**src/rtl/uart_pkg.sv**
```systemverilog
// Shared definitions for the UART transmit arbiter: FSM state encoding and
// default configuration constants.
package uart_pkg;

   typedef logic [1:0] state_t;

   localparam state_t IDLE = 2'd0;
   localparam state_t SEND = 2'd1;
   localparam state_t WAIT = 2'd2;

   localparam int DEF_NUM_REQ        = 4;
   localparam int DEF_TIMEOUT_CYCLES = 1024;

endpackage

```
**src/rtl/rr_picker.sv**
```systemverilog
// Combinational round-robin picker: scans requesters starting one past
// last_grant, wrapping around, and reports the first one with a request.
module rr_picker
   import uart_pkg::*;
#(
   parameter int NUM_REQ = DEF_NUM_REQ,
   parameter int IDW     = $clog2(NUM_REQ)
) (
   input  logic [NUM_REQ-1:0] req,
   input  logic [IDW-1:0]     last_grant,
   output logic               any,
   output logic [IDW-1:0]     winner
);

   localparam int SW = IDW + 1;

   logic [SW-1:0] pos;

   // Walk the offsets from farthest to nearest so the nearest hit is kept.
   always_comb begin
      any    = 1'b0;
      winner = '0;
      pos    = '0;
      for (int k = NUM_REQ; k >= 1; k--) begin
         pos = {1'b0, last_grant} + SW'(k);
         if (pos >= SW'(NUM_REQ)) begin
            pos = pos - SW'(NUM_REQ);
         end
         if (req[pos[IDW-1:0]]) begin
            any    = 1'b1;
            winner = pos[IDW-1:0];
         end
      end
   end

endmodule

```
**src/rtl/uart_tx_arbiter.sv**
```systemverilog
// Round-robin arbiter that lets NUM_REQ byte producers share one UART
// transmitter. One frame at a time: IDLE picks a winner, SEND issues the
// start/ready pulses, WAIT holds the byte until the transmitter reports done.
// Optional watchdog on WAIT is compiled in with `define UART_ARB_TIMEOUT_EN.
module uart_tx_arbiter
   import uart_pkg::*;
#(
   parameter int NUM_REQ        = DEF_NUM_REQ,
   parameter int TIMEOUT_CYCLES = DEF_TIMEOUT_CYCLES
) (
   input  logic                       clk,
   input  logic                       reset,
   input  logic [NUM_REQ-1:0]         req_valid,
   input  logic [NUM_REQ*8-1:0]       req_data,
   output logic [NUM_REQ-1:0]         req_ready,
   output logic                       tx_start,
   output logic [7:0]                 tx_data,
   input  logic                       tx_done,
   output logic [$clog2(NUM_REQ)-1:0] grant_id,
   output logic                       active,
   output logic                       timeout_err
);

   localparam int IDW = $clog2(NUM_REQ);

   if (NUM_REQ < 2 || NUM_REQ > 8 || TIMEOUT_CYCLES < 1) begin : g_param_check
      $error("uart_tx_arbiter: NUM_REQ must be 2..8 and TIMEOUT_CYCLES >= 1");
   end

   state_t             state_q, state_d;
   logic [IDW-1:0]     last_grant_q, last_grant_d;
   logic [IDW-1:0]     grant_id_q, grant_id_d;
   logic [7:0]         tx_data_q, tx_data_d;
   logic               tx_start_q, tx_start_d;
   logic [NUM_REQ-1:0] req_ready_q, req_ready_d;
   logic               active_q, active_d;
   logic               timeout_err_q, timeout_err_d;

`ifdef UART_ARB_TIMEOUT_EN
   localparam int WDW = $clog2(TIMEOUT_CYCLES) + 1;
   logic [WDW-1:0]     wd_q, wd_d;
`endif

   logic               pick_any;
   logic [IDW-1:0]     pick_id;
   logic [7:0]         pick_data;

   rr_picker #(
      .NUM_REQ (NUM_REQ),
      .IDW     (IDW)
   ) u_picker (
      .req        (req_valid),
      .last_grant (last_grant_q),
      .any        (pick_any),
      .winner     (pick_id)
   );

   // Select the winning requester's byte.
   always_comb begin
      pick_data = 8'h00;
      for (int i = 0; i < NUM_REQ; i++) begin
         if (pick_id == IDW'(i)) begin
            pick_data = req_data[i*8 +: 8];
         end
      end
   end

   // Next-state and registered-output logic for the IDLE/SEND/WAIT FSM.
   always_comb begin
      state_d       = state_q;
      last_grant_d  = last_grant_q;
      grant_id_d    = grant_id_q;
      tx_data_d     = tx_data_q;
      tx_start_d    = 1'b0;
      req_ready_d   = '0;
      active_d      = active_q;
      timeout_err_d = 1'b0;
`ifdef UART_ARB_TIMEOUT_EN
      wd_d          = wd_q;
`endif
      case (state_q)
         IDLE: begin
            if (pick_any) begin
               state_d     = SEND;
               grant_id_d  = pick_id;
               tx_data_d   = pick_data;
               tx_start_d  = 1'b1;
               req_ready_d = {{(NUM_REQ-1){1'b0}}, 1'b1} << pick_id;
               active_d    = 1'b1;
            end
         end
         SEND: begin
            state_d = WAIT;
`ifdef UART_ARB_TIMEOUT_EN
            wd_d    = '0;
`endif
         end
         WAIT: begin
            if (tx_done) begin
               state_d      = IDLE;
               active_d     = 1'b0;
               last_grant_d = grant_id_q;
            end
`ifdef UART_ARB_TIMEOUT_EN
            else if (wd_q == WDW'(TIMEOUT_CYCLES - 1)) begin
               state_d       = IDLE;
               active_d      = 1'b0;
               last_grant_d  = grant_id_q;
               timeout_err_d = 1'b1;
               wd_d          = '0;
            end else begin
               wd_d = wd_q + WDW'(1);
            end
`endif
         end
         default: begin
            state_d  = IDLE;
            active_d = 1'b0;
         end
      endcase
   end

   // State registers; reset abandons any frame without emitting pulses.
   always_ff @(posedge clk or posedge reset) begin
      if (reset) begin
         state_q       <= IDLE;
         last_grant_q  <= IDW'(NUM_REQ - 1);
         grant_id_q    <= '0;
         tx_data_q     <= 8'h00;
         tx_start_q    <= 1'b0;
         req_ready_q   <= '0;
         active_q      <= 1'b0;
         timeout_err_q <= 1'b0;
`ifdef UART_ARB_TIMEOUT_EN
         wd_q          <= '0;
`endif
      end else begin
         state_q       <= state_d;
         last_grant_q  <= last_grant_d;
         grant_id_q    <= grant_id_d;
         tx_data_q     <= tx_data_d;
         tx_start_q    <= tx_start_d;
         req_ready_q   <= req_ready_d;
         active_q      <= active_d;
         timeout_err_q <= timeout_err_d;
`ifdef UART_ARB_TIMEOUT_EN
         wd_q          <= wd_d;
`endif
      end
   end

   assign req_ready = req_ready_q;
   assign tx_start  = tx_start_q;
   assign tx_data   = tx_data_q;
   assign grant_id  = grant_id_q;
   assign active    = active_q;
`ifdef UART_ARB_TIMEOUT_EN
   assign timeout_err = timeout_err_q;
`else
   assign timeout_err = 1'b0;
`endif

endmodule

```
**config.mk**
```make
export PLATFORM = sky130hd
export DESIGN_NAME = uart_tx_arbiter
export DESIGN_NICKNAME = d
export VERILOG_FILES = /design/src/rtl/uart_pkg.sv /design/src/rtl/rr_picker.sv /design/src/rtl/uart_tx_arbiter.sv
export SDC_FILE = /design/constraint.sdc
export NUM_CORES = 1
export LEC_CHECK = 0
export ABC_AREA = 1
export BUFFER_PORTS_ARGS = -buffer_cell sky130_fd_sc_hd__buf_2
export CAP_MARGIN = 20
export CORE_AREA = 3 3 58 60
export CTS_BUF_LIST = sky130_fd_sc_hd__clkbuf_16
export CTS_CLUSTER_DIAMETER = 30
export DETAILED_ROUTE_END_ITERATION = 6
export DIE_AREA = 0 0 61 63
export PLACE_DENSITY = 0.77
export RECOVER_POWER = 50
export REMOVE_ABC_BUFFERS = 1
export SYNTH_ARGS = -nofsm -noshare
export SYNTH_HDL_FRONTEND = slang
export SYNTH_SLANG_ARGS = --single-unit
export TNS_END_PERCENT = 50
```
**constraint.sdc**
```tcl
create_clock -name clk -period 2.21 [get_ports clk]
set_input_delay 0.221 -clock clk [delete_from_list [all_inputs] [get_ports clk]]
set_output_delay 0.221 -clock clk [all_outputs]
set_load 0.1 [all_outputs]
```
==> reports/qor.yml <==
synthesis:
  syn_inst: 190
  avgSynthCellArea_sq_um: 7.29
  ys_types: 29
  synth_seq_cells: 20
  ys_seq_area_share_pct: 36.3
  syn_area_sq_um: 1390
  yosys_warnings: 0
grt:
  grt_start_max_net_pins: 21
  antenna_found_initial: 0
  grt_pass1_vias: 1264
  grt-ovfl-total: 0
  grt_pass1_wl_mm: 5.33
  grt.total_usage_pct: 17.5
placed_design:
  placed_area_sq_um: 1660
  gp_congestion: 0.888
  hpwlAfterDp_mm: 2.43
  io_buffers: 54
floorplanning:
  die_w_um: 61
  coreArea_sq_um: 2980
  dieHeight_um: 63
  dieArea_sq_um: 3840
  io_pins: 56
  num_rows: 20
  start_util_pct: 46.5
detailed_routing:
  first_iter_violations: 40
  drt-pass1-iter-count: 4
  wl_met1_mm: 1.49
  route.detailed.drc: 0
  via_count: 1321
  drt-total-wl_mm: 3.10
  viasPerCell: 4.75
  wl_met2_mm: 1.42
  wl_met3_um: 183
  ant_nets: 0
  highest_layer: "met4"
  detail_route.wl_per_cell_um: 11.2
clocking:
  htreeDepth: 1
  cts_root_buffer: "clkbuf_16"
  path_clk_slew_ps: 60
  clk_latency_ps: 250
  clkSinkCount: 20
  cts_resized: 0
  cts_buffers: 3
  cts_buffer_depth: 2
  cts_tree: "yes"
cells_and_area:
  fin_area_sq_um: 1790
  fillers: 275
  diodes: 0
  drive_gt1_share_pct: 38.0
  area_growth_pct: 28.9
  fin_util_pct: 60.0
  fin_nets: 285
worst_setup_path:
  cp_top_family: "simple AND/OR/NAND/NOR gates"
  slowest_delay_ps: 600
  path_buf_inv: 3
  slowest_stage: "dfstp_2"
  worstSetupPathType: "reg2reg"
  cpMostUsedCell: "nand2_1"
  startpoint_type: "flop"
  critPathMaxFanout: 19
  cp-end-kind: "flop"
  required_ps: 2350
  worstPathArrival_ps: 2110
  path_cells: "inv_2, nand2_1, nand2_2, nand2_1, nand2_1, inv_2, nand2_4, nand2_4, nand2_8, inv_2, nor2_4, nand2_1, nand2_1, nand2_1, nand2_1"
timing:
  finalMaxSlewViolations: 0
  hold_viol_final: 0
  tns_ps: 0
  tightest_slew_ps: 1190
  rsz0062_at_grt: "no"
  fin_skew_ps: 4.02
  fmax_ghz: 0.509
  finalSetupViolations: 0
  period_needed_ps: 1970
  period_share_pct: 88.9
  max-slew-margin-rel_pct: 21.0
status:
  status: "completed"
job:
  drv_cap: 0
worst_hold_path:
  worstHoldPathType: "in2async"
## routing by layer
metal	vias to the layer above	track usage, %
met3	2	3.31
met2	40	27.3
met4	0	2.98
met5	-	0
li1	698	-
met1	581	25.3
## cell usage after synthesis (all sizes together)
cell / number / share of area (%)
o21bai: 4 / 3.0
clkinv: 1 / 0.27
buf: 6 / 3.3
conb: 1 / 0.27
nor2: 11 / 4.6
dfstp: 2 / 3.8
o21a: 1 / 0.54
nand2: 83 / 27
nor3: 1 / 0.36
nand4: 5 / 2.3
o21ai: 9 / 3.8
a21oi: 2 / 0.72
inv: 26 / 7.0
nand3: 14 / 7.8
nand3b: 6 / 3.3
dfrtp: 18 / 33
## cells by family (layout without fill, tap and decap cells)
group / count (synthesis) / count (layout) / synth area share, %
AO/OA/AOI/OAI: 16 / 16 / 8.04
flip-flops: 20 / 20 / 36.3
AND/OR/NAND/NOR: 120 / 120 / 44.8
other: 1 / 1 / 0.271
buffers and inverters: 33 / 88 / 10.6
## cell type report
cell class,instances,area [sq um],area share (%)
Multi-Input combinational cell,137,736,41.2
Sequential cell,20,503,28.2
Timing Repair Buffer,57,299,16.7
Inverter,27,101,5.68
Clock buffer,3,75.1,4.20
Tap cell,33,41.3,2.31
Clock inverter,1,30.0,1.68
## worst register-to-register path: stages (launching register included)
cell and delay [ps]:
dfstp_2 600, inv_2 110, nand2_1 90, nand2_2 70, nand2_1 90, nand2_1 70, inv_2 100, nand2_4 70
nand2_4 110, nand2_8 130, inv_2 140, nor2_4 50, nand2_1 60, nand2_1 50, nand2_1 60, nand2_1 50
## sequential cells by signal (all words and copies together) (netlist names)
signal        count
tx_data           8
req_ready         4
grant_id          2
last_grant_q      2
state_q           2
active            1
tx_start          1
## repair_timing
action | CTS | global route
buffers inserted | 0 | 2
setup endpoints to repair | 0 | 1
hold buffers | 0 | 0
## final timing paths
kind,start,to,slack [ps],depth (start not counted)
min in group clk,req_data[25],tx_data[1],240,5
hold reg to reg,tx_data[6],tx_data[6],470,2
hold / removal,reset,req_ready[0],110,2
max in group asynchronous,reset,req_ready[1],1610,2
setup reg to reg,last_grant_q[0],tx_data[3],240,15
setup / recovery,last_grant_q[0],tx_data[3],240,15
## metrics by stage
stage	hold slack [ps]	std cells	worst slack, ps
floorplan	183	184	443
global placement	408	272	232
detailed placement	417	272	227
CTS	147	276	190
global route	180	278	72.5
finish	109	278	245
## placed cells by master (no fill, tap or decap), types with 2 or more instances in the layout
master / instances
nand2_1: 74
buf_2: 49
dfrtp_1: 18
inv_1: 16
inv_2: 10
nand3_1: 8
nor2_1: 6
nand3b_1: 6
o21ai_0: 6
nand3_2: 5
nand4_1: 5
clkbuf_1: 5
nand2_2: 4
nand2_4: 4
nor2_2: 3
o21bai_2: 3
clkbuf_16: 3
o21ai_2: 2
a21oi_1: 2
nor2_4: 2
dfstp_2: 2
buf_4: 2
Power is not shown: default switching activity piles up to over one toggle a cycle in this logic, so the estimate is an artifact.
